### config.mk
export PLATFORM = sky130hd
export DESIGN_NAME = multicycle_addsub
export DESIGN_NICKNAME = d
export VERILOG_FILES = /design/src/rtl/multicycle_addsub.sv
export SDC_FILE = /design/constraint.sdc
export NUM_CORES = 1
export LEC_CHECK = 0
export CAP_MARGIN = 25
export CORE_ASPECT_RATIO = 0.9
export CORE_MARGIN = 2
export CORE_UTILIZATION = 27
export DETAILED_ROUTE_END_ITERATION = 10
export PLACE_DENSITY = 0.51
export SETUP_SLACK_MARGIN = 0.15
export SLEW_MARGIN = 15
export SYNTH_ARGS = -nofsm -noshare
export SYNTH_HDL_FRONTEND = slang
export SYNTH_SLANG_ARGS = --single-unit
export TNS_END_PERCENT = 50
### constraint.sdc
create_clock -name clk -period 4.2 [get_ports clk]
set_input_delay 0.84 -clock clk [delete_from_list [all_inputs] [get_ports clk]]
set_output_delay 0.84 -clock clk [all_outputs]
set_load 0.1 [all_outputs]
### src/rtl/multicycle_addsub.sv
// Multi-cycle ADD/SUB/ADC/SBC with NZCV flags, CHUNK bits per clock, LSB slice first.
// Latency: done pulses NCHUNK+1 cycles after start; start is ignored while busy.
module multicycle_addsub #(
    parameter int WIDTH = 32,
    parameter int CHUNK = 8
) (
    input  logic             clk,
    input  logic             rst_n,
    input  logic             start,
    input  logic [1:0]       op,
    input  logic             cin,
    input  logic [WIDTH-1:0] a,
    input  logic [WIDTH-1:0] b,
    output logic             busy,
    output logic             done,
    output logic [WIDTH-1:0] result,
    output logic [3:0]       flags
);
    localparam int NCHUNK = WIDTH / CHUNK;
    localparam int IW     = (NCHUNK > 1) ? $clog2(NCHUNK) : 1;
    localparam logic [IW-1:0] IDX_LAST = IW'(NCHUNK - 1);

    typedef enum logic [1:0] {IDLE, CALC, DONE} state_t;

    state_t           state;
    logic [WIDTH-1:0] a_r;
    logic [WIDTH-1:0] b_r;
    logic [WIDTH-1:0] acc;
    logic             carry;
    logic [IW-1:0]    idx;

    logic [CHUNK-1:0] a_sl;
    logic [CHUNK-1:0] b_sl;
    logic [CHUNK:0]   sl_sum;
    logic [WIDTH-1:0] acc_next;

    always_comb begin
        a_sl     = a_r[idx*CHUNK +: CHUNK];
        b_sl     = b_r[idx*CHUNK +: CHUNK];
        sl_sum   = {1'b0, a_sl} + {1'b0, b_sl} + {{CHUNK{1'b0}}, carry};
        acc_next = acc;
        acc_next[idx*CHUNK +: CHUNK] = sl_sum[CHUNK-1:0];
    end

    always_ff @(posedge clk or negedge rst_n) begin
        if (!rst_n) begin
            state  <= IDLE;
            a_r    <= '0;
            b_r    <= '0;
            acc    <= '0;
            carry  <= 1'b0;
            idx    <= '0;
            busy   <= 1'b0;
            done   <= 1'b0;
            result <= '0;
            flags  <= 4'b0000;
        end else begin
            case (state)
                IDLE, DONE: begin
                    done <= 1'b0;
                    if (start) begin
                        // op[0] selects subtraction (operand inversion), op[1] selects carry-in use
                        a_r   <= a;
                        b_r   <= op[0] ? ~b : b;
                        carry <= op[1] ? cin : op[0];
                        idx   <= '0;
                        busy  <= 1'b1;
                        state <= CALC;
                    end else begin
                        busy  <= 1'b0;
                        state <= IDLE;
                    end
                end
                CALC: begin
                    acc   <= acc_next;
                    carry <= sl_sum[CHUNK];
                    if (idx == IDX_LAST) begin
                        state  <= DONE;
                        busy   <= 1'b0;
                        done   <= 1'b1;
                        result <= acc_next;
                        flags  <= {acc_next[WIDTH-1],
                                   (acc_next == '0),
                                   sl_sum[CHUNK],
                                   (a_r[WIDTH-1] == b_r[WIDTH-1]) &&
                                   (acc_next[WIDTH-1] != a_r[WIDTH-1])};
                    end else begin
                        idx <= idx + 1'b1;
                    end
                end
                default: begin
                    state <= IDLE;
                    busy  <= 1'b0;
                    done  <= 1'b0;
                end
            endcase
        end
    end
endmodule

==> results by group <==
Timing
  • Least-Margin Pin Slew: 987 ps
  • Slew Limit Fails: 0
  • Final setup viols: 0
  • RSZ-0062 raised after global routing: false
  • Min cycle time layout: about 3500 ps
  • Crit share post-route: 0.836
  • Top achievable clock speed: 285 MHz
  • Setup ws final: around 700 ps
  • Setup Skew: 6.92 ps
  • Sum Neg Setup Slack: 0 ps
  • Final Hold Fails: 0
  • Slew HR: 0.340

Worst setup path
  • Reg2reg path depth: 9
  • WP data arrival: between 3000 and 4000 ps
  • Data required time of the worst path: 4550 ps
  • Largest stage delay on the critical path: ~600 ps
  • CP Capture Type: flop
  • CP Depth: 9
  • Worst-path cell chain: mux4_2, fa_1, fa_1, a211oi_2, o21bai_1, a21oi_2, xnor2_1, or4_1, a21oi_1
  • Worst path bufs/invs: 0
  • CP delay by family, top: adder cells
  • Maximum fanout along the worst path: 9
  • Slowest-stage cell, CP: or4_1
  • Most used cell, CP: fa_1
  • CP Class: flop to flop
  • Startpoint Class: flop

Global routing
  • Largest net degree at the start of global routing: just under 80
  • Overall Global Routing Usage: 0.141
  • Global route overflow: 0
  • Initial antenna violation count: 0
  • First-pass GRT wire length: around 28,000 um
  • Vias in the first global route: roughly 5.3k

CTS
  • CTS Buf Count: 17
  • Hold buffer count at CTS: 0
  • Max Root-Sink Buffers: 2
  • Reg clk slew, reported paths: 60 ps
  • CTS tree: yes
  • Post-CTS sizing: 0
  • Post-CTS Setup Inserts: 0
  • Worst-skew pair later-pin latency: 430 ps
  • # clock sinks: between 100 and 150
  • Htree depth: 4
  • Root Buffer: clkbuf_16

Detailed routing
  • Detailed Route Iter0 Violations: 296
  • DRT Pass-1 Iters: 4
  • Via density: around 4.9
  • Post-DRT Antenna Nets: 0
  • DRC Markers: 0
  • Wirelength, routed: between 15,000 and 20,000 um
  • DR vias: approximately 4.9k
  • WL per Instance: ~17 um

Placement
  • IO Port Bufs: 107
  • RD Place Congestion: about 0.86
  • Dpl ws: 649 ps
  • Dpl cells: roughly 970
  • DP HPWL: 12,800 um

Worst hold path
  • Min-delay worst type: input port to asynchronous set/reset pin

Floorplan
  • Chip height: between 150 and 200 um
  • Core Footprint: about 0.024 mm2
  • Starting Density: 0.273
  • Die extent in x: 169 um
  • Site row count: 54
  • Die Area: approximately 0.026 mm2
  • I/O pins: 108

Synth
  • Mean Syn Cell Area: between 10 and 15 um2
  • Number of synthesized flops with an enable pin: 0
  • #FFs+latches synth: 136
  • Syn. warnings: 0
  • Library cells used by synthesis: 53
  • Post-synth net total: roughly 670
  • Post-synth top flop: dfrtp_1
  • Synth Instances: 580
  • Post-synthesis sequential area ratio: 0.518
  • Syn Std Cell Area: roughly 0.0066 mm2
  • FFs w/ async S/R, synth: 1.00

Flow run
  • Max cap viols: 0

Layout
  • Share of post-route cells with drive strength above 1: 0.152
  • Final std cells w/o fill: 1,004
  • Fillers: roughly 2.4k
  • Storage element area: roughly 0.0034 mm2
  • Nets@finish: ~770
  • Core Util, Final: 0.359
  • Area added between synthesis and finish: 31.4%
  • Multi-input gate area: 0.00300 mm2
  • Most frequent cells in the layout: dfrtp_1 (136), clkdlybuf4s50_1 (105), nor2_1 (63)
  • Ant. Diodes: 0
  • Commonest non-fill, non-tap cell in the layout: dfrtp_1

Outcome
  • Status: finished clean
sequential cells by signal, summed over array words and instances, names as in the netlist, 2 cells and up:
name	count
idx	2
result	32
flags	3
acc	32
a_r	32
b_r	32
per-stage QoR:
stage | instance area, um2 | hold slack (ps)
finish | 8640 | 330
global route | 8640 | 353
CTS | 8630 | 339
detailed placement | 8010 | 469
global placement | 7980 | 461
floorplan | 6580 | 445
routing by layer:
metal | share of wire | up-vias | global-route usage | wire, um
met3 | 0.056 | 28 | 0.0359 | 966
met5 | 0 | - | 0 | 0
li1 | - | 2317 | - | -
met1 | 0.45 | 2426 | 0.188 | 7870
met4 | 0.017 | 0 | 0.0431 | 304
met2 | 0.47 | 160 | 0.227 | 8250
cell families after synthesis:
group | synth area share
compound gates | 0.150
mux | 0.116
fa+ha+maj | 0.0308
buf+inv | 0.0272
xor+xnor | 0.0493
flops | 0.518
simple gates | 0.110
final timing paths:
kind,startpoint,end,slack (ps)
max in group asynchronous,rst_n,b_r[3],2890
min,rst_n,result[11],330
min in group clk,b_r[12],b_r[12],480
min reg2reg,b_r[12],b_r[12],480
max,idx[0],flags[2],690
max reg2reg,idx[0],flags[2],690
layout make-up:
type | instances | share of cell area
Timing Repair Buffer | 120 | 0.137
Clock inverter | 15 | 0.0235
Sequential cell | 136 | 0.394
Tap cell | 308 | 0.0446
Multi-Input combinational cell | 398 | 0.347
Clock buffer | 17 | 0.0492
Inverter | 10 | 0.00435
synthesized netlist by cell type (all sizes together) (4+ instances only):
cell type / count / area, um2
nor3: 6 / 30.0
xnor2: 35 / 307
dfrtp: 136 / 3400
nor4: 6 / 37.5
a21oi: 13 / 68.8
nand2: 52 / 198
nor2: 63 / 236
mux2: 32 / 360
o21ai: 49 / 245
clkbuf: 27 / 101
buf: 9 / 40.0
nand2b: 6 / 37.5
mux4: 16 / 360
inv: 10 / 37.5
ha: 13 / 163
a221oi: 25 / 236
a22o: 31 / 275
nor2b: 5 / 31.3
mux2i: 4 / 40.0
Power is left out: the tool's default activity adds up to more than one toggle a clock period on the data nets, which glitch-free logic cannot reach.
